`config.mk`:
```
export PLATFORM = sky130hd
export DESIGN_NAME = mcpu_ram_master
export DESIGN_NICKNAME = d
export VERILOG_FILES = /design/src/rtl/mcpu_mem_pkg.sv /design/src/rtl/mcpu_fetch_port.sv /design/src/rtl/mcpu_ram_master.sv
export SDC_FILE = /design/constraint.sdc
export NUM_CORES = 1
export LEC_CHECK = 0
export BUFFER_PORTS_ARGS = -buffer_cell sky130_fd_sc_hd__buf_2
export CAP_MARGIN = 0
export CELL_PAD_IN_SITES_DETAIL_PLACEMENT = 0
export CELL_PAD_IN_SITES_GLOBAL_PLACEMENT = 1
export CORE_MARGIN = 3
export CORE_UTILIZATION = 35
export DETAILED_ROUTE_END_ITERATION = 10
export GPL_TIMING_DRIVEN = 1
export PLACE_DENSITY = 0.84
export SYNTH_ARGS = -nofsm -noshare
export SYNTH_HDL_FRONTEND = slang
export SYNTH_SLANG_ARGS = --single-unit
```
`constraint.sdc`:
```
create_clock -name clk -period 2.6 [get_ports clk]
set_clock_uncertainty 0.2 [all_clocks]
set_input_delay 0 -clock clk [delete_from_list [all_inputs] [get_ports clk]]
set_output_delay 0 -clock clk [all_outputs]
set_load 0.005 [all_outputs]
```
`src/rtl/mcpu_mem_pkg.sv`:
```
// Shared defaults and types for the micro-CPU RAM master and its fetch port.
package mcpu_mem_pkg;

    localparam int DEF_WORD_SIZE  = 8;
    localparam int DEF_ADDR_WIDTH = 8;

    typedef enum logic [2:0] {
        IDLE,
        WR_SETUP,
        WR_STROBE,
        WR_HOLD,
        RD_STROBE,
        RB_STROBE
    } state_t;

    // Core-side data request; field widths follow the package defaults.
    typedef struct packed {
        logic                      write;
        logic [DEF_ADDR_WIDTH-1:0] addr;
        logic [DEF_WORD_SIZE-1:0]  wdata;
    } req_t;

endpackage

```
`src/rtl/mcpu_fetch_port.sv`:
```
// Two-stage instruction fetch pipeline with a write-address hazard stall.
module mcpu_fetch_port
    import mcpu_mem_pkg::*;
#(
    parameter int WORD_SIZE  = DEF_WORD_SIZE,
    parameter int ADDR_WIDTH = DEF_ADDR_WIDTH
) (
    input  logic                  clk,
    input  logic                  rst_n,
    input  logic                  active,
    input  logic                  f_valid,
    input  logic [ADDR_WIDTH-1:0] f_addr,
    output logic                  f_ready,
    output logic                  f_rvalid,
    output logic [WORD_SIZE-1:0]  f_rdata,
    output logic [ADDR_WIDTH-1:0] instraddr,
    input  logic [WORD_SIZE-1:0]  instrrd,
    input  logic                  wr_window,
    input  logic [ADDR_WIDTH-1:0] wr_addr
);

    logic pending;
    logic f_accept;

    // Stalling a fetch that targets the in-flight store keeps it from reading stale data.
    assign f_ready  = active && !(wr_window && (f_addr == wr_addr));
    assign f_accept = f_valid && f_ready;

    always_ff @(posedge clk or negedge rst_n) begin
        if (!rst_n) begin
            instraddr <= '0;
            pending   <= 1'b0;
            f_rvalid  <= 1'b0;
            f_rdata   <= '0;
        end else begin
            pending  <= f_accept;
            f_rvalid <= pending;
            if (f_accept) begin
                instraddr <= f_addr;
            end
            if (pending) begin
                f_rdata <= instrrd;
            end
        end
    end

endmodule

```
`src/rtl/mcpu_ram_master.sv`:
```
// Initiator that drives the MCPU RAM controller strobes from core load/store/fetch requests.
// Optional store readback check enabled by defining MCPU_RAM_MASTER_READBACK_EN.
module mcpu_ram_master
    import mcpu_mem_pkg::*;
#(
    parameter int WORD_SIZE  = DEF_WORD_SIZE,
    parameter int ADDR_WIDTH = DEF_ADDR_WIDTH
) (
    input  logic                  clk,
    input  logic                  rst_n,
    input  logic                  d_valid,
    output logic                  d_ready,
    input  logic                  d_write,
    input  logic [ADDR_WIDTH-1:0] d_addr,
    input  logic [WORD_SIZE-1:0]  d_wdata,
    output logic                  d_rvalid,
    output logic [WORD_SIZE-1:0]  d_rdata,
    input  logic                  f_valid,
    input  logic [ADDR_WIDTH-1:0] f_addr,
    output logic                  f_ready,
    output logic                  f_rvalid,
    output logic [WORD_SIZE-1:0]  f_rdata,
    output logic                  we,
    output logic                  re,
    output logic [ADDR_WIDTH-1:0] addr,
    output logic [WORD_SIZE-1:0]  datawr,
    input  logic [WORD_SIZE-1:0]  datard,
    output logic [ADDR_WIDTH-1:0] instraddr,
    input  logic [WORD_SIZE-1:0]  instrrd,
    output logic                  busy,
    output logic                  err
);

    state_t state, state_next;
    req_t   req_in;
    logic   active;
    logic   d_accept;
    logic   wr_window;

    assign req_in    = '{write: d_write, addr: d_addr, wdata: d_wdata};
    assign d_ready   = active && (state == IDLE);
    assign d_accept  = d_valid && d_ready;
    assign busy      = (state != IDLE);
    assign we        = (state == WR_STROBE);
    assign re        = (state == RD_STROBE) || (state == RB_STROBE);
    assign wr_window = (state == WR_SETUP) || (state == WR_STROBE) || (state == WR_HOLD);

    // Both ports stay closed until the first clock edge after reset release.
    always_ff @(posedge clk or negedge rst_n) begin
        if (!rst_n) begin
            active <= 1'b0;
        end else begin
            active <= 1'b1;
        end
    end

    always_ff @(posedge clk or negedge rst_n) begin
        if (!rst_n) begin
            state <= IDLE;
        end else begin
            state <= state_next;
        end
    end

    always_comb begin
        state_next = state;
        case (state)
            IDLE: begin
                if (d_accept) begin
                    state_next = req_in.write ? WR_SETUP : RD_STROBE;
                end
            end
            WR_SETUP:  state_next = WR_STROBE;
            WR_STROBE: state_next = WR_HOLD;
`ifdef MCPU_RAM_MASTER_READBACK_EN
            WR_HOLD:   state_next = RB_STROBE;
`else
            WR_HOLD:   state_next = IDLE;
`endif
            RD_STROBE: state_next = IDLE;
            RB_STROBE: state_next = IDLE;
            default:   state_next = IDLE;
        endcase
    end

    // addr/datawr double as the request latch so they stay put through IDLE.
    always_ff @(posedge clk or negedge rst_n) begin
        if (!rst_n) begin
            addr   <= '0;
            datawr <= '0;
        end else if (d_accept) begin
            addr <= req_in.addr;
            if (req_in.write) begin
                datawr <= req_in.wdata;
            end
        end
    end

    always_ff @(posedge clk or negedge rst_n) begin
        if (!rst_n) begin
            d_rvalid <= 1'b0;
            d_rdata  <= '0;
        end else begin
            d_rvalid <= (state == RD_STROBE);
            if (state == RD_STROBE) begin
                d_rdata <= datard;
            end
        end
    end

`ifdef MCPU_RAM_MASTER_READBACK_EN
    // Sticky until reset so a single corrupted store is never lost.
    always_ff @(posedge clk or negedge rst_n) begin
        if (!rst_n) begin
            err <= 1'b0;
        end else if ((state == RB_STROBE) && (datard != datawr)) begin
            err <= 1'b1;
        end
    end
`else
    assign err = 1'b0;
`endif

    mcpu_fetch_port #(
        .WORD_SIZE  (WORD_SIZE),
        .ADDR_WIDTH (ADDR_WIDTH)
    ) u_fetch (
        .clk       (clk),
        .rst_n     (rst_n),
        .active    (active),
        .f_valid   (f_valid),
        .f_addr    (f_addr),
        .f_ready   (f_ready),
        .f_rvalid  (f_rvalid),
        .f_rdata   (f_rdata),
        .instraddr (instraddr),
        .instrrd   (instrrd),
        .wr_window (wr_window),
        .wr_addr   (addr)
    );

endmodule

```
==> summary.md, run 1 <==
| Metric | Value |
|---|---|
| Worst Setup End Kind | `flip-flop` |
| Yosys warning count | `0` |
| Crit path buf inv count | `0` |
| GRT Util Overall | `0.144` |
| Final setup violation count | `0` |
| Final period utilization | `0.803` |
| Pin count of the biggest net entering global routing | `48` |
| Most common cell in the netlist | `dfrtp_1` |
| CTS tree | `yes` |
| Mapped cell area | `1880 um^2` |
| Clock sinks | `47` |
| Min-delay src | `d_valid` |
| Via Count | `1,398` |
| Area leader, netlist | `dfrtp_1` |
| Fin cells | `327` |
| Async S/R FF share, synth | `1.00` |
| Starting Density | `0.366` |
| # diodes | `0` |
| Placed insts | `around 280` |
| Syn-to-layout area delta | `55.0%` |
| Top_reg_cell synth | `dfrtp_1` |
| RD Place Congestion | `0.697` |
| Post-Synthesis Cells | `121` |
| Total CTS buffers | `5` |
| Post-CTS Setup Bufs | `0` |
| Fmax | `479 MHz` |
| Crit path from | `addr[0]$_DFFE_PN0P_` |
| Worst hold path class | `in2reg` |
| Hold Slack | `43.9 ps` |
| Power Density | `about 800 nW/um^2` |
| Flop pwr share | `0.472` |
| Die area | `6290 um^2` |
| FILL cells | `about 430` |
| Crit Path Max Fanout | `9` |
| Initial antenna violation count | `0` |
| Worst path required time | `approximately 2600 ps` |
| Status | `complete, no violations` |
| WL/cell | `13.5 um` |
| Skew-Pair Late Insertion Delay | `290 ps` |
| Clock-pin slew on the worst setup and hold paths | `about 80 ps` |
| Endpoints failing hold | `0` |
| Clk buf depth | `2` |
| Synth top area cells | `dfrtp_1 (63%), mux2_2 (19%), mux2_4 (6.4%)` |
| Average cell area after synthesis | `15.5 um^2` |
| Vias/cell | `~4.3` |
| Reg-to-reg startpoint | `addr[0]$_DFFE_PN0P_` |
| Unique cell type count in the Yosys netlist | `23` |
| Syn Nets | `between 150 and 200` |
| CTS Root Buffer Type | `clkbuf_8` |
| Max-slew violations | `0` |
| Net Sw Frac | `0.280` |
| WP data arrival | `about 2000 ps` |
| Top cell type's share of synthesized area | `0.625` |
| Synthesis-stage register bit count | `47` |
| Post-route ant nets | `0` |
| IO buf count | `just over 90` |
| RSZ-0062 raised after global routing | `false` |
| Combinational power share | `0.333` |
| Relative slew margins | `0.308` |
| Worst slew pin tran | `a little over 1000 ps` |
| Worst path top cell family by delay | `compound AO/OA/AOI/OAI gates` |
| Ports | `93` |
| DRT iter0 DRCs | `38` |
| Post-route cell area | `approximately 2900 um^2` |
| Net count of the finished layout | `301` |
| Drt drc | `0` |
| Setup TNS | `0 ps` |
| Share of the yosys chip area belonging to registers | `0.625` |
| Max incr delay on CP | `510 ps` |
| H-tree levels | `2` |
| Layout cells sized above 1 | `0.549` |
| Die X | `roughly 79 um` |
| P_leak | `1.43 nW` |
| Placed cell areas | `around 2400 um^2` |
| Post-DP HPWL | `~2800 um` |
| Peak VDD IR | `between 0.4 and 0.5 mV` |
| P_sw | `0.000669 W` |
| Worst setup SP type | `flip-flop` |
| Internal power | `about 0.0017 W` |
| First-pass GRT wire length | `7050 um` |
| GRT overflow | `0` |
| WL final | `4420 um` |
| DRT Pass-1 Iters | `4` |
| Tmin final | `2090 ps` |
| CP Class | `reg2reg` |
| CP max-delay cell | `o31a_1` |
| Critical-path cell list | `xor2_1 -> or3_1 -> o31a_1 -> mux2_4` |
| Post-synth EDFFs | `0` |
| Max-cap violations | `0` |
| Most common library cells after synthesis | `dfrtp_1 (47), mux2_2 (32), mux2_4 (8), xnor2_1 (8)` |
| Row count | `26` |
| Clk network pwr share | `0.196` |
| Number of global-route vias before repair | `1,513` |
| Die H | `79.3 um` |
| Core area | `5140 um^2` |
routing by layer:
metal | part of all wire | global-route usage | up-vias | wire length [um]
met1 | 0.43 | 0.174 | 656 | 1900
met4 | 0.0077 | 0.0361 | 0 | 34
met2 | 0.48 | 0.247 | 62 | 2120
li1 | - | - | 676 | -
met3 | 0.083 | 0.0476 | 4 | 366
met5 | 0 | 0 | - | 0
timing repair:
item	CTS	global route
gates resized for setup	0	0
endpoints found under the hold margin	88	0
hold buffers	42	0
cell families after synthesis:
family,synth area share
xor+xnor,0.0419
mux,0.255
compound gates,0.00998
other cells,0.00399
simple gates,0.0452
buf+inv,0.0180
flops,0.625
per-stage QoR:
| step | setup slack [ps] | utilization | power (W) |
|---|---|---|---|
| 3_3_place_gp | 587 | 0.466 | 0.00187 |
| 5_1_grt | 439 | 0.567 | 0.00256 |
| 2_1_floorplan | 681 | - | 0.00153 |
| 6_report | 513 | 0.567 | 0.00239 |
| 4_1_cts | 503 | 0.567 | 0.00242 |
| 3_5_place_dp | 521 | 0.466 | 0.00190 |
power by group through the flow:
stage | Sequential, W | Clock, W | Combinational (W)
2_1_floorplan | 0.00115 | 0 | 0.000378
3_3_place_gp | 0.00113 | 0 | 0.000741
3_5_place_dp | 0.00114 | 0 | 0.000755
4_1_cts | 0.00113 | 0.000487 | 0.000804
5_1_grt | 0.00116 | 0.000525 | 0.000876
6_report | 0.00113 | 0.000467 | 0.000794
cell type report:
cell class,instances,area (um^2),share of cell area
timing repair buffer,133,876,0.301
inverter,1,3.75,0.00129
multi-input combinational,68,671,0.230
clock buffer,8,100,0.0343
sequential,47,1180,0.404
tap,70,87.6,0.0301
worst register-to-register path: cells and delay by family, from the launching register on:
family,cells,cell delay [ps]
AOI/OAI and AO/OA,1,510
xor gates and xnor gates,1,160
DFF,1,400
muxes,1,360
and+or+nand+nor,1,330
path summary, 6_finish.rpt:
| path | end | slack [ps] | cells past startpoint |
|---|---|---|---|
| setup reg to reg | u_fetch.instraddr[7]$_DFFE_PN0P_ | 510 | 4 |
| max in group asynchronous | u_fetch.f_rdata[7]$_DFFE_PN0P_ | 1320 | 2 |
| hold / removal | state[2]$_DFFE_PN0P_ | 40 | 3 |
| min in group asynchronous | addr[1]$_DFFE_PN0P_ | 240 | 2 |
| setup / recovery | u_fetch.instraddr[7]$_DFFE_PN0P_ | 510 | 4 |
| hold reg to reg | u_fetch.f_rdata[2]$_DFFE_PN0P_ | 300 | 1 |
layout by cell type (no fill, tap or decap):
| cell | n |
|---|---|
| clkbuf_8 | 7 |
| o31a_2 | 1 |
| dfrtp_1 | 47 |
| nand3_1 | 2 |
| xor2_1 | 1 |
| nor3b_1 | 1 |
| o31a_1 | 1 |
| nand2b_1 | 1 |
| mux2_4 | 8 |
| and2_2 | 1 |
| or3_1 | 1 |
| inv_1 | 1 |
| and2b_2 | 1 |
| clkbuf_1 | 1 |
| dlygate4sd3_1 | 42 |
| and2_1 | 2 |
| nor2_1 | 3 |
| nand4_1 | 1 |
| nor3_1 | 1 |
| mux2_2 | 32 |
| buf_2 | 91 |
| nand2_1 | 1 |
| xnor2_1 | 8 |
| conb_1 | 2 |
registers in the layout (all words and copies together), names as in the netlist:
name,count
u_fetch.f_rdata,8
active,1
state,3
datawr,8
addr,8
u_fetch.instraddr,8
u_fetch.pending,1
u_fetch.f_rvalid,1
d_rdata,8
d_rvalid,1
No activity file was read; power rests on OpenSTA's default activity.
==> run 2, diff against run 1 <==
==> constraint.sdc (replaced) <==
create_clock -name clk -period 2.1 [get_ports clk]
set_clock_uncertainty 0.2 [all_clocks]
set_input_delay 0 -clock clk [delete_from_list [all_inputs] [get_ports clk]]
set_output_delay 0 -clock clk [all_outputs]
set_load 0.005 [all_outputs]
==> summary.md, run 2 (same netlist as run 1, synthesis figures left out) <==
| Metric | Value |
|---|---|
| Status | `complete, no violations` |
| Combinational power share | `0.343` |
| Final setup violation count | `0` |
| Net count of the finished layout | `306` |
| Worst setup SP type | `flip-flop` |
| DRT iter0 DRCs | `28` |
| # diodes | `0` |
| FILL cells | `431` |
| CTS tree | `yes` |
| Die area | `6290 um^2` |
| CP Class | `reg2reg` |
| Initial antenna violation count | `0` |
| WP data arrival | `1990 ps` |
| Worst path top cell family by delay | `compound AO/OA/AOI/OAI gates` |
| P_sw | `0.000841 W` |
| Endpoints failing hold | `0` |
| Worst hold path class | `in2reg` |
| Vias/cell | `4.21` |
| Fmax | `about 500 MHz` |
| Clock-pin slew on the worst setup and hold paths | `90 ps` |
| Worst Setup End Kind | `flip-flop` |
| Row count | `26` |
| First-pass GRT wire length | `slightly below 7000 um` |
| Tmin final | `2020 ps` |
| Die H | `just under 80 um` |
| Layout cells sized above 1 | `0.553` |
| Via Count | `1,397` |
| Internal power | `about 0.0021 W` |
| Post-route cell area | `2940 um^2` |
| Net Sw Frac | `0.289` |
| Crit path buf inv count | `0` |
| Core area | `about 5000 um^2` |
| CP max-delay cell | `o31a_2` |
| Number of global-route vias before repair | `1,479` |
| Hold Slack | `31.3 ps` |
| RSZ-0062 raised after global routing | `false` |
| Post-CTS Setup Bufs | `0` |
| GRT Util Overall | `0.144` |
| Clk buf depth | `2` |
| Die X | `around 79 um` |
| Relative slew margins | `0.515` |
| Critical-path cell list | `xor2_1 -> or3_1 -> o31a_2 -> mux2_4` |
| Placed cell areas | `2420 um^2` |
| Clk network pwr share | `0.177` |
| Post-Route Utilization | `0.573` |
| Pin count of the biggest net entering global routing | `32` |
| Syn-to-layout area delta | `56.5%` |
| Post-DP HPWL | `2910 um` |
| Post-route ant nets | `0` |
| Skew-Pair Late Insertion Delay | `290 ps` |
| Most common cell after layout, fill and taps aside | `buf_2` |
| Power Density | `988 nW/um^2` |
| CTS Root Buffer Type | `clkbuf_8` |
| Setup TNS | `0 ps` |
| Final period utilization | `0.961` |
| Max incr delay on CP | `480 ps` |
| IO buf count | `91` |
| WL final | `4370 um` |
| GRT overflow | `0` |
| Clock sinks | `47` |
| Worst hold path stage count | `3` |
| Total CTS buffers | `5` |
| DRT Pass-1 Iters | `4` |
| Ports | `93` |
| Worst slew pin tran | `725 ps` |
| Peak VDD IR | `0.511 mV` |
| H-tree levels | `2` |
| Flop pwr share | `0.480` |
| RD Place Congestion | `0.699` |
| Worst path required time | `2070 ps` |
| WL/cell | `approximately 13 um` |
| P_leak | `1.45 nW` |
| R2R depth | `4` |
| Starting Density | `0.366` |
| Crit Path Max Fanout | `9` |
| Drt drc | `0` |
| Max-cap violations | `0` |
| Max-slew violations | `0` |
| Most frequent cells in the layout | `buf_2 (91), dfrtp_1 (47), dlygate4sd3_1 (44)` |
| Crit path depth | `4` |
run 2: repair_timing:
item	4_1_cts	5_1_grt
endpoints found under the hold margin	89	0
hold buffers	44	0
resized for setup	0	1
endpoints found under the setup margin	0	8
run 2: worst register-to-register path: cells and delay by family (launching register included):
family	cells	cell delay [ps]
AOI/OAI and AO/OA	1	480
xor gates and xnor gates	1	160
DFF	1	400
muxes	1	330
and+or+nand+nor	1	330
run 2: metrics by stage:
stage	setup WS, ps	power (W)	cells
2_1_floorplan	181	0.00190	121
6_report	82.1	0.00291	332
5_1_grt	12.4	0.00313	332
4_1_cts	23.1	0.00294	332
3_3_place_gp	85.8	0.00232	280
3_5_place_dp	43.7	0.00236	280
run 2: area by class of cell:
cell class                      instances  area, um^2  share of cell area
Tap cell                               70        87.6              0.0298
Clock buffer                            6        72.6              0.0247
Timing Repair Buffer                  138         918               0.312
Clock inverter                          2        12.5             0.00425
Inverter                                1        3.75             0.00128
Sequential cell                        47        1180               0.400
Multi-Input combinational cell         68         672               0.228
run 2: metal layers:
| metal | track usage | part of all wire | up-vias |
|---|---|---|---|
| li1 | - | - | 690 |
| met4 | 0.0258 | 0.0043 | 0 |
| met1 | 0.166 | 0.41 | 642 |
| met5 | 0 | 0 | - |
| met3 | 0.0454 | 0.072 | 2 |
| met2 | 0.262 | 0.51 | 63 |
run 2: final timing paths:
check	start	to	slack, ps
max	addr[0]$_DFFE_PN0P_	u_fetch.instraddr[3]$_DFFE_PN0P_	80
min	f_valid	u_fetch.pending$_DFF_PN0_	30
max reg2reg	addr[0]$_DFFE_PN0P_	u_fetch.instraddr[3]$_DFFE_PN0P_	80
min reg2reg	d_rdata[3]$_DFFE_PN0P_	d_rdata[3]$_DFFE_PN0P_	310
max in group asynchronous	rst_n	d_rdata[7]$_DFFE_PN0P_	560
min in group asynchronous	rst_n	addr[6]$_DFFE_PN0P_	100
run 2: power groups by stage:
| stage | clock [W] | combinational [W] | sequential [W] |
|---|---|---|---|
| detailed placement | 0 | 0.000947 | 0.00141 |
| global route | 0.000584 | 0.00111 | 0.00144 |
| global placement | 0 | 0.000926 | 0.00140 |
| finish | 0.000514 | 0.000997 | 0.00140 |
| CTS | 0.000538 | 0.00101 | 0.00139 |
| floorplan | 0 | 0.000469 | 0.00143 |
